<file path="config.mk">
export PLATFORM = sky130hd
export DESIGN_NAME = pipe_stage_skid_flat
export DESIGN_NICKNAME = d
export VERILOG_FILES = /design/src/rtl/pipe_stage_skid_pkg.sv /design/src/rtl/pipe_stage_skid_if.sv /design/src/rtl/pipe_stage_skid_entry.sv /design/src/rtl/pipe_stage_skid.sv /design/src/flat_wrapper.sv
export SDC_FILE = /design/constraint.sdc
export NUM_CORES = 1
export LEC_CHECK = 0
export CAP_MARGIN = 15
export CORE_ASPECT_RATIO = 1.1
export CORE_MARGIN = 3
export CORE_UTILIZATION = 53
export CTS_CLUSTER_SIZE = 16
export DETAILED_ROUTE_END_ITERATION = 10
export GPL_TIMING_DRIVEN = 0
export PLACE_DENSITY = 0.95
export SLEW_MARGIN = 40
export SYNTH_ARGS = -nofsm -noshare
export SYNTH_HDL_FRONTEND = slang
export SYNTH_SLANG_ARGS = --single-unit
export TNS_END_PERCENT = 1
</file>
<file path="constraint.sdc">
create_clock -name clk -period 4.4 [get_ports clk]
set_input_delay 0.66 -clock clk [delete_from_list [all_inputs] [get_ports clk]]
set_output_delay 0.66 -clock clk [all_outputs]
set_load 0.05 [all_outputs]
</file>
<file path="src/rtl/pipe_stage_skid_pkg.sv">
// Shared constants for the generic inter-stage pipeline register.
package pipe_stage_skid_pkg;

  // ISA-level instruction word and its bubble encoding
  localparam int unsigned ISA_IR_W   = 16;
  localparam logic [15:0] ISA_NOP_IR = 16'hF000;

  // Default data bundle: {PC, PCInc, immediate, RF operand}
  localparam int unsigned STAGE_DATA_W = 64;
  localparam int unsigned FIELD_W      = 16;
  localparam int unsigned PC_LSB       = 48;
  localparam int unsigned PCINC_LSB    = 32;
  localparam int unsigned IMM_LSB      = 16;
  localparam int unsigned RF_LSB       = 0;

  // Per-stage control widths and bubble patterns (active-low enables held at 1)
  localparam int unsigned STAGE_CTRL_W = 8;
  localparam logic [7:0]  CTRL_NOP_IF_ID  = 8'h00;
  localparam logic [7:0]  CTRL_NOP_ID_RR  = 8'h00;
  localparam logic [7:0]  CTRL_NOP_RR_EX  = 8'h00;
  localparam logic [7:0]  CTRL_NOP_EX_MEM = 8'h08;  // bit 3: write-memory enable, active low
  localparam logic [7:0]  CTRL_NOP_MEM_WB = 8'h09;  // bit 0: RF write enable, active low

  // Pack the default data bundle using the field offsets above
  function automatic logic [STAGE_DATA_W-1:0] pack_data(
    input logic [FIELD_W-1:0] pc,
    input logic [FIELD_W-1:0] pcinc,
    input logic [FIELD_W-1:0] imm,
    input logic [FIELD_W-1:0] rf
  );
    logic [STAGE_DATA_W-1:0] d;
    d = '0;
    d[PC_LSB    +: FIELD_W] = pc;
    d[PCINC_LSB +: FIELD_W] = pcinc;
    d[IMM_LSB   +: FIELD_W] = imm;
    d[RF_LSB    +: FIELD_W] = rf;
    return d;
  endfunction

endpackage

</file>
<file path="src/rtl/pipe_stage_skid_if.sv">
// Valid/ready channel carrying one pipeline entry (instruction, control, data).
interface pipe_stage_skid_if
  import pipe_stage_skid_pkg::*;
#(
  parameter int unsigned IR_W   = ISA_IR_W,
  parameter int unsigned CTRL_W = STAGE_CTRL_W,
  parameter int unsigned DATA_W = STAGE_DATA_W
);
  logic              valid;
  logic              ready;
  logic [IR_W-1:0]   ir;
  logic [CTRL_W-1:0] ctrl;
  logic [DATA_W-1:0] data;

  modport master (output valid, output ir, output ctrl, output data, input ready);
  modport slave  (input valid, input ir, input ctrl, input data, output ready);
endinterface

</file>
<file path="src/rtl/pipe_stage_skid_entry.sv">
// One storage entry: valid bit plus IR/CTRL/DATA flops, loadable or clearable to a bubble.
module pipe_stage_skid_entry #(
  parameter int unsigned       IR_W     = 16,
  parameter int unsigned       CTRL_W   = 8,
  parameter int unsigned       DATA_W   = 64,
  parameter logic [IR_W-1:0]   NOP_IR   = '0,
  parameter logic [CTRL_W-1:0] CTRL_NOP = '0
) (
  input  logic              clk,
  input  logic              reset,
  input  logic              i_load,
  input  logic              i_clear,
  input  logic [IR_W-1:0]   i_ir,
  input  logic [CTRL_W-1:0] i_ctrl,
  input  logic [DATA_W-1:0] i_data,
  output logic              o_valid,
  output logic [IR_W-1:0]   o_ir,
  output logic [CTRL_W-1:0] o_ctrl,
  output logic [DATA_W-1:0] o_data
);
  logic              r_valid;
  logic [IR_W-1:0]   r_ir;
  logic [CTRL_W-1:0] r_ctrl;
  logic [DATA_W-1:0] r_data;

  // Clear to bubble wins over load; an invalid entry always shows the NOP pattern
  always_ff @(posedge clk) begin
    if (!reset || i_clear) begin
      r_valid <= 1'b0;
      r_ir    <= NOP_IR;
      r_ctrl  <= CTRL_NOP;
      r_data  <= '0;
    end else if (i_load) begin
      r_valid <= 1'b1;
      r_ir    <= i_ir;
      r_ctrl  <= i_ctrl;
      r_data  <= i_data;
    end
  end

  assign o_valid = r_valid;
  assign o_ir    = r_ir;
  assign o_ctrl  = r_ctrl;
  assign o_data  = r_data;
endmodule

</file>
<file path="src/rtl/pipe_stage_skid.sv">
// Generic pipeline stage register with valid/ready handshake, one-entry skid and flush-to-bubble.
module pipe_stage_skid
  import pipe_stage_skid_pkg::*;
#(
  parameter int unsigned       IR_W     = ISA_IR_W,
  parameter int unsigned       CTRL_W   = STAGE_CTRL_W,
  parameter int unsigned       DATA_W   = STAGE_DATA_W,
  parameter logic [IR_W-1:0]   NOP_IR   = IR_W'(ISA_NOP_IR),
  parameter logic [CTRL_W-1:0] CTRL_NOP = '0
) (
  input  logic               clk,
  input  logic               reset,
  input  logic               flush,
  pipe_stage_skid_if.slave   up,
  pipe_stage_skid_if.master  dn
);
  logic              w_m_valid, w_s_valid;
  logic [IR_W-1:0]   w_m_ir,    w_s_ir,    w_m_ir_d;
  logic [CTRL_W-1:0] w_m_ctrl,  w_s_ctrl,  w_m_ctrl_d;
  logic [DATA_W-1:0] w_m_data,  w_s_data,  w_m_data_d;
  logic              w_acc, w_pop;
  logic              w_m_load, w_m_clear, w_m_sel_s;
  logic              w_s_load, w_s_clear, w_s_valid_nxt;
  logic              r_in_ready;

  assign w_acc = up.valid & r_in_ready;
  assign w_pop = w_m_valid & dn.ready;

  // Main entry refills from the skid when one is parked, otherwise from the input
  assign w_m_ir_d   = w_m_sel_s ? w_s_ir   : up.ir;
  assign w_m_ctrl_d = w_m_sel_s ? w_s_ctrl : up.ctrl;
  assign w_m_data_d = w_m_sel_s ? w_s_data : up.data;

  // Entry movement decisions for this cycle
  always_comb begin
    w_m_load      = 1'b0;
    w_m_clear     = 1'b0;
    w_m_sel_s     = 1'b0;
    w_s_load      = 1'b0;
    w_s_clear     = 1'b0;
    w_s_valid_nxt = w_s_valid;
    if (flush) begin
      w_m_clear     = 1'b1;
      w_s_clear     = 1'b1;
      w_s_valid_nxt = 1'b0;
    end else if (w_s_valid && w_pop) begin
      w_m_load      = 1'b1;
      w_m_sel_s     = 1'b1;
      w_s_clear     = 1'b1;
      w_s_valid_nxt = 1'b0;
    end else if (!w_s_valid && (w_pop || !w_m_valid)) begin
      if (w_acc) begin
        w_m_load  = 1'b1;
      end else begin
        w_m_clear = 1'b1;
      end
    end else if (!w_s_valid && w_m_valid && !w_pop && w_acc) begin
      w_s_load      = 1'b1;
      w_s_valid_nxt = 1'b1;
    end
  end

  // Ready is the registered complement of next skid occupancy
  always_ff @(posedge clk) begin
    if (!reset) begin
      r_in_ready <= 1'b1;
    end else begin
      r_in_ready <= !w_s_valid_nxt;
    end
  end

  pipe_stage_skid_entry #(
    .IR_W(IR_W), .CTRL_W(CTRL_W), .DATA_W(DATA_W), .NOP_IR(NOP_IR), .CTRL_NOP(CTRL_NOP)
  ) u_main (
    .clk     (clk),
    .reset   (reset),
    .i_load  (w_m_load),
    .i_clear (w_m_clear),
    .i_ir    (w_m_ir_d),
    .i_ctrl  (w_m_ctrl_d),
    .i_data  (w_m_data_d),
    .o_valid (w_m_valid),
    .o_ir    (w_m_ir),
    .o_ctrl  (w_m_ctrl),
    .o_data  (w_m_data)
  );

  pipe_stage_skid_entry #(
    .IR_W(IR_W), .CTRL_W(CTRL_W), .DATA_W(DATA_W), .NOP_IR(NOP_IR), .CTRL_NOP(CTRL_NOP)
  ) u_skid (
    .clk     (clk),
    .reset   (reset),
    .i_load  (w_s_load),
    .i_clear (w_s_clear),
    .i_ir    (up.ir),
    .i_ctrl  (up.ctrl),
    .i_data  (up.data),
    .o_valid (w_s_valid),
    .o_ir    (w_s_ir),
    .o_ctrl  (w_s_ctrl),
    .o_data  (w_s_data)
  );

  assign up.ready = r_in_ready;
  assign dn.valid = w_m_valid;
  assign dn.ir    = w_m_ir;
  assign dn.ctrl  = w_m_ctrl;
  assign dn.data  = w_m_data;
endmodule
</file>
<file path="src/flat_wrapper.sv">
// flat-port wrapper written by rule: the top's interface ports become plain ports
module pipe_stage_skid_flat import pipe_stage_skid_pkg::*;
#(
  parameter int unsigned       IR_W     = ISA_IR_W,
  parameter int unsigned       CTRL_W   = STAGE_CTRL_W,
  parameter int unsigned       DATA_W   = STAGE_DATA_W,
  parameter logic [IR_W-1:0]   NOP_IR   = IR_W'(ISA_NOP_IR),
  parameter logic [CTRL_W-1:0] CTRL_NOP = '0
)
  (clk, reset, flush, up_valid, up_ir, up_ctrl, up_data, up_ready, dn_valid, dn_ir, dn_ctrl, dn_data, dn_ready);
  pipe_stage_skid_if #(.IR_W(IR_W), .CTRL_W(CTRL_W), .DATA_W(DATA_W)) up_i ();
  pipe_stage_skid_if #(.IR_W(IR_W), .CTRL_W(CTRL_W), .DATA_W(DATA_W)) dn_i ();
  input  logic clk;
  input  logic reset;
  input  logic flush;
  input wire logic [$bits(up_i.valid)-1:0] up_valid;
  input wire logic [$bits(up_i.ir)-1:0] up_ir;
  input wire logic [$bits(up_i.ctrl)-1:0] up_ctrl;
  input wire logic [$bits(up_i.data)-1:0] up_data;
  output wire logic [$bits(up_i.ready)-1:0] up_ready;
  output wire logic [$bits(dn_i.valid)-1:0] dn_valid;
  output wire logic [$bits(dn_i.ir)-1:0] dn_ir;
  output wire logic [$bits(dn_i.ctrl)-1:0] dn_ctrl;
  output wire logic [$bits(dn_i.data)-1:0] dn_data;
  input wire logic [$bits(dn_i.ready)-1:0] dn_ready;
  assign up_i.valid = up_valid;
  assign up_i.ir = up_ir;
  assign up_i.ctrl = up_ctrl;
  assign up_i.data = up_data;
  assign up_ready = up_i.ready;
  assign dn_valid = dn_i.valid;
  assign dn_ir = dn_i.ir;
  assign dn_ctrl = dn_i.ctrl;
  assign dn_data = dn_i.data;
  assign dn_i.ready = dn_ready;
  pipe_stage_skid #(.IR_W(IR_W), .CTRL_W(CTRL_W), .DATA_W(DATA_W), .NOP_IR(NOP_IR), .CTRL_NOP(CTRL_NOP)) u_core (.clk(clk), .reset(reset), .flush(flush), .up(up_i), .dn(dn_i));
endmodule
</file>
==> impl_metrics.csv, run 1 <==
group,metric,value,unit
placement,place_congestion,0.8413,
sta,hold-worst-slack,453.7,ps
die,core,13270,sq um
sta,fin_crit_sh,54.92,%
cells_and_area,antenna_cells,0,
sta,worst_slew_pin_slew,732.5,ps
synthesis,yosysWarnings,0,
clock_tree,post_cts_buffers,0,
critical_path,reg2reg_depth,6,
drt,drt_first_pass_iters,5,
placement,placed_area,9273,sq um
synthesis,syn_area_per_cell,9.101,sq um
cells_and_area,area_growth,36.30,%
power_and_ir_drop,ir_drop,0.2361,mV
grt,grt_max_degree,17,
clock_tree,cts_buffers,17,
sta,post-route-min-period,2416,ps
drt,drc,0,
synthesis,yosys.area.top_type,"dfxtp_1",
sta,skew,6.004,ps
drt,viasPerCell,5.363,
critical_path,path_delay_family,"buffers and inverters",
grt,grt_pass1_vias,6397,
die,start_util,54.39,%
grt,grt_overflow,0,
cells_and_area,instances_no_fill,1191,
clock_tree,cts_resized,0,
sta,layout_setup_ws,1984,ps
cells_and_area,nets,1087,
synthesis,synthFlopType,"dfxtp_1",
critical_path,critPathMaxFanout,10,
synthesis,synth_fp_nets,886,
drt,initialDrtViolationCount,429,
synthesis,synth_common_cells,"dfxtp_1 (179), nand2_1 (179), nor2_1 (87)",
synthesis,netlist_instances,793,
critical_path,crit_start,"dn_ready",
synthesis,ys_ff_latch,179,
drt,routed-wl-met3,1116,um
clock_tree,htreeDepth,4,
hold_path,hold_path.class,"flop to flop",
power_and_ir_drop,powerDensity,350.7,nW/um^2
flow_run,drv_cap,0,
die,die_h,128.4,um
critical_path,reg2reg_from,"u_core.u_main.o_valid",
die,dieArea,15050,sq um
hold_path,hold_start,"u_core.u_skid.o_ir[5]",
hold_path,whs_path_depth,2,
synthesis,async_reset_ff_share,0,%
clock_tree,clk_latency,430,ps
die,ios,183,
drt,wl_per_cell,16.39,um
clock_tree,cts_tree,"yes",
synthesis,yosysTopAreaCellShare,49.65,%
clock_tree,cts-root-buf,"clkbuf_16",
cells_and_area,fin_area,9837,sq um
placement,post-place-ws,1535,ps
critical_path,crit_chain,"clkdlybuf4s50_1, and2b_4, nand2b_1, o21ai_2, buf_2, buf_2, a211oi_1",
synthesis,synth.area.top_cells,"dfxtp_1 (50%), mux2i_1 (12%), nand2_1 (9.3%)",
critical_path,rrSetupSlack,2330,ps
synthesis,synth_edf_count,0,
sta,fmax,0.4138,GHz
sta,slew_violations,0,
placement,dpl.hpwl,13640,um
critical_path,cpPeakStageDelay,460,ps
placement,port_buffers,182,
critical_path,cp_num_buf_inv,3,
sta,grt_setup_unrepaired,"false",
grt,antenna_found_initial,0,
sta,finalSetupViolCount,0,
critical_path,rr_endpoint,"u_core.u_skid.o_data[38]",
clock_tree,cts_hold_buffers,0,
die,die_w,117.3,um
sta,relSlewSlack,51.16,%
power_and_ir_drop,total_power,3.449,mW
cells_and_area,post-route-util,74.14,%
placement,dp.cells,1159,
cells_and_area,fill_cells,936,
synthesis,syn_area,7217,sq um
power_and_ir_drop,power.leakage,3.877,nW
critical_path,required,4690,ps
drt,final_antenna_net_count,0,
grt,grtUsageTotal,26.25,%
critical_path,path_common_cell,"buf_2",
drt,met1Wirelength,7862,um
clock_tree,clock_path_buffers,2,
die,num_rows,44,
critical_path,end_kind,"flop",
sta,hold_violations,0,
outcome,outcome,"finished, final reports clean",
synthesis,synth.distinct_cells,26,
drt,wl_met2,10100,um
critical_path,start_kind,"input port",
drt,routed_wl,19520,um
critical_path,critical_path.slowest_cell,"clkdlybuf4s50_1",
drt,num_vias,6387,
synthesis,seq_area_frac_synth,49.65,%
clock_tree,cts_sinks,179,
critical_path,cp.arrival,2710,ps
hold_path,holdPathEnd,"u_core.u_skid.o_ir[5]",
cells_and_area,drive_gt1_share,9.732,%
critical_path,path_class,"input port to flop",
drt,top_layer,"met4",
grt,grt_pass1_wl,31050,um
clock_tree,path_clk_slew,60,ps
sta,tns,0,ps
-- power by group --
group | switching, mW | internal [mW]
Clock | 0.614 | 0.849
Sequential | 0.00920 | 1.64
Combinational | 0.192 | 0.149
Total | 0.815 | 2.63
-- cell type report --
type | instances | area, sq um | area share (%)
Buffer | 67 | 381.6 | 3.879
Clock inverter | 9 | 106.4 | 1.081
Sequential cell | 179 | 3583 | 36.43
Clock buffer | 23 | 457.9 | 4.655
Multi-Input combinational cell | 546 | 3252 | 33.06
Timing Repair Buffer | 182 | 1822 | 18.52
Inverter | 1 | 3.754 | 0.03816
Tap cell | 184 | 230.2 | 2.340
-- layer usage --
layer	global-route usage (%)	up-vias
met5	0	-
met4	9.717	0
met3	6.162	31
met2	45.74	205
met1	31.19	3030
li1	-	3121
-- worst reg2reg max path, cell delays in order (launching register included) --
cell and delay [ps]:
dfxtp_1 400, and2b_4 220, nor4b_4 500, buf_2 330, buf_2 260, nand2_1 100
a21oi_1 170
-- placed cells by master (no fill, tap or decap), types with 4 or more instances in the layout --
cell             netlist  layout
buf_4                 10      10
mux2_2                 4       4
buf_6                  9       9
nor2_1                87      87
nor2b_1                5       5
a211o_1                4       4
mux2i_1               84      84
a21oi_1               84      84
nand3_1                5       5
dfxtp_1              179     179
clkbuf_1              28      33
clkbuf_16              0      17
buf_2                 20      20
nand2_1              179     179
a211oi_1              60      60
a211oi_2              24      24
clkdlybuf4s50_1        0     182
-- worst max path at each step --
| stage | endpoint | slack, ps | cells after the start |
|---|---|---|---|
| detailed placement | u_core.u_skid.o_data[5] | 1530 | 6 |
| global placement | u_core.u_main.o_ir[2] | 1330 | 7 |
| finish | u_core.u_main.o_ir[2] | 1980 | 7 |
| CTS | u_core.u_skid.o_data[38] | 1950 | 7 |
| global route | u_core.u_skid.o_data[2] | 1850 | 6 |
| floorplan | u_core.u_skid.o_data[35] | 2350 | 7 |
-- flip-flops by register name (all words and copies together), names as in the netlist, 8 cells and up --
| name | flops |
|---|---|
| u_core.u_skid.o_data | 64 |
| u_core.u_skid.o_ctrl | 8 |
| u_core.u_main.o_ir | 16 |
| u_core.u_skid.o_ir | 16 |
| u_core.u_main.o_ctrl | 8 |
| u_core.u_main.o_data | 64 |
-- cells by family (layout without fill, tap and decap cells) --
kind of cell / after synthesis / count (layout) / share of synthesized area, %
compound gates: 175 / 175 / 17.15
buf+inv: 68 / 282 / 5.340
simple gates: 283 / 283 / 15.59
flops: 179 / 179 / 49.65
mux: 88 / 88 / 12.27
Power figures use the tool's default switching activity.
==> inputs of run 2 (changes only) <==
Settings changed: CORE_UTILIZATION 53 to 49, PLACE_DENSITY 0.95 to 0.91.
Clock period 4.4 ns to 2.5 ns, I/O delays scaled along.
==> run 2 against run 1 <==
Sequential power is 76% higher. Via count is 1.7% lower. Non-clock buffer count stayed put. Final cell count is 0.17% higher. Critical path type unchanged. First-iteration DRC count is 32% lower. Sequential share of layout area hardly changed. Clock power is 74% higher. Largest power group unchanged. Combinational power is 74% higher. Total power is 75% higher. Core utilization is 4.6 points lower. Flip-flop and latch count stayed put.
==> impl_metrics.csv, run 2 (synthesis results as in run 1) <==
group,metric,value,unit
outcome,outcome,"finished, final reports clean",
die,core,14130,sq um
cells_and_area,drive_gt1_share,9.453,%
critical_path,cp_num_buf_inv,3,
critical_path,end_kind,"flop",
drt,drc,0,
power_and_ir_drop,power.leakage,3.877,nW
clock_tree,cts_tree,"yes",
die,start_util,51.07,%
sta,slew_violations,0,
drt,initialDrtViolationCount,290,
drt,num_vias,6281,
placement,place_congestion,0.7941,
clock_tree,htreeDepth,4,
critical_path,start_kind,"input port",
sta,tns,0,ps
die,dieArea,16220,sq um
sta,skew,11.70,ps
sta,fmax,0.4679,GHz
power_and_ir_drop,ir_drop,0.4519,mV
drt,routed_wl,19000,um
power_and_ir_drop,powerDensity,613.1,nW/um^2
drt,viasPerCell,5.265,
power_and_ir_drop,total_power,6.027,mW
die,ios,183,
power_and_ir_drop,power_frac_comb,9.9,%
cells_and_area,final_common_cell,"clkdlybuf4s50_1",
critical_path,path_common_cell,"clkbuf_1",
sta,worst_slew_pin_slew,703.8,ps
placement,port_buffers,182,
grt,grt_pass1_wl,30730,um
drt,wl_per_cell,15.92,um
clock_tree,path_clk_slew,60,ps
critical_path,rrSetupSlack,410,ps
placement,dpl.hpwl,13520,um
clock_tree,clock_path_buffers,2,
sta,fin_crit_sh,85.49,%
grt,grt_max_degree,17,
sta,grt_setup_unrepaired,"false",
cells_and_area,area_growth,36.22,%
power_and_ir_drop,clockPowerShare,42.1,%
sta,post-route-min-period,2137,ps
clock_tree,cts_hold_buffers,0,
die,num_rows,45,
cells_and_area,antenna_cells,0,
hold_path,hold_path.class,"flop to flop",
clock_tree,cts_buffers,17,
sta,relSlewSlack,53.08,%
power_and_ir_drop,switching_share,22.79,%
critical_path,path_class,"input port to flop",
die,die_w,121.7,um
clock_tree,cts_resized,0,
clock_tree,cts-root-buf,"clkbuf_16",
sta,hold-worst-slack,454.0,ps
grt,grt_pass1_vias,6247,
critical_path,critical_path.slowest_cell,"clkdlybuf4s50_1",
power_and_ir_drop,internal_power,4.654,mW
sta,finalSetupViolCount,0,
power_and_ir_drop,seqPwrFrac,48.1,%
clock_tree,post_cts_buffers,0,
critical_path,critPathMaxFanout,10,
power_and_ir_drop,p_switching,1.373,mW
clock_tree,clk_latency,430,ps
cells_and_area,post-route-util,69.56,%
die,die_h,133.3,um
clock_tree,cts_sinks,179,
cells_and_area,nets,1087,
critical_path,crit_chain,"clkdlybuf4s50_1, nor2b_1, nand2_1, clkbuf_1, clkbuf_1, a21oi_1",
drt,final_antenna_net_count,0,
grt,antenna_found_initial,0,
sta,hold_violations,0,
drt,drt_first_pass_iters,5,
flow_run,drv_cap,0,
critical_path,cp.arrival,2420,ps
critical_path,path_delay_family,"buffers and inverters",
cells_and_area,fill_cells,1091,
cells_and_area,layout_common_cells,"clkdlybuf4s50_1 (182), nand2_1 (179), dfxtp_1 (179)",
grt,grtUsageTotal,23.70,%
grt,grt_overflow,0,
critical_path,cpPeakStageDelay,630,ps
critical_path,required,2780,ps
-- run 2: final timing paths --
path / startpoint / end / cells after the start
worst max-delay path: flush / u_core.u_skid.o_data[15] / 6
worst max register to register: u_core.u_main.o_valid / u_core.u_skid.o_data[40] / 6
worst min-delay path: u_core.u_skid.o_data[18] / u_core.u_skid.o_data[18] / 2
worst min register to register: u_core.u_skid.o_data[18] / u_core.u_skid.o_data[18] / 2
-- run 2: layer usage --
metal / up-vias / wire [um] / GRT usage (%)
met1: 2936 / 7797 / 28.15
met5: - / 0 / 0
met4: 0 / 518 / 9.278
met3: 38 / 1192 / 6.964
met2: 197 / 9488 / 40.15
li1: 3110 / - / -
-- run 2: metrics by stage --
stage / setup WS [ps] / cells / cell area (sq um)
after floorplan: 447.4 / 793 / 7217
after global placement: -299.1 / 1163 / 9274
after detailed placement: -57.52 / 1163 / 9278
after CTS: 353.7 / 1193 / 9831
after global routing: 212.1 / 1193 / 9831
final: 362.6 / 1193 / 9831
-- run 2: final cells by class --
type / count / area [sq um] / area share, %
buffer: 67 / 381.6 / 3.882
clock buffer: 25 / 475.5 / 4.836
clock inverter: 5 / 77.57 / 0.7891
inverter: 1 / 3.754 / 0.03818
multi-input combinational: 546 / 3252 / 33.08
sequential: 179 / 3583 / 36.45
tap: 188 / 235.2 / 2.393
timing repair buffer: 182 / 1822 / 18.53
-- run 2: power groups by stage --
| stage | clock network (mW) | registers [mW] | logic (mW) |
|---|---|---|---|
| 6_report | 2.54 | 2.90 | 0.594 |
| 5_1_grt | 2.70 | 2.90 | 0.640 |
| 4_1_cts | 2.58 | 2.90 | 0.596 |
| 3_5_place_dp | 0 | 2.96 | 0.592 |
| 3_3_place_gp | 0 | 2.96 | 0.585 |
| 2_1_floorplan | 0 | 3.05 | 0.212 |
-- run 2: tightest hold or removal path, stage by stage (launching register included) --
cell and delay, ps:
dfxtp_1 310, nand2_1 50, a21oi_1 50
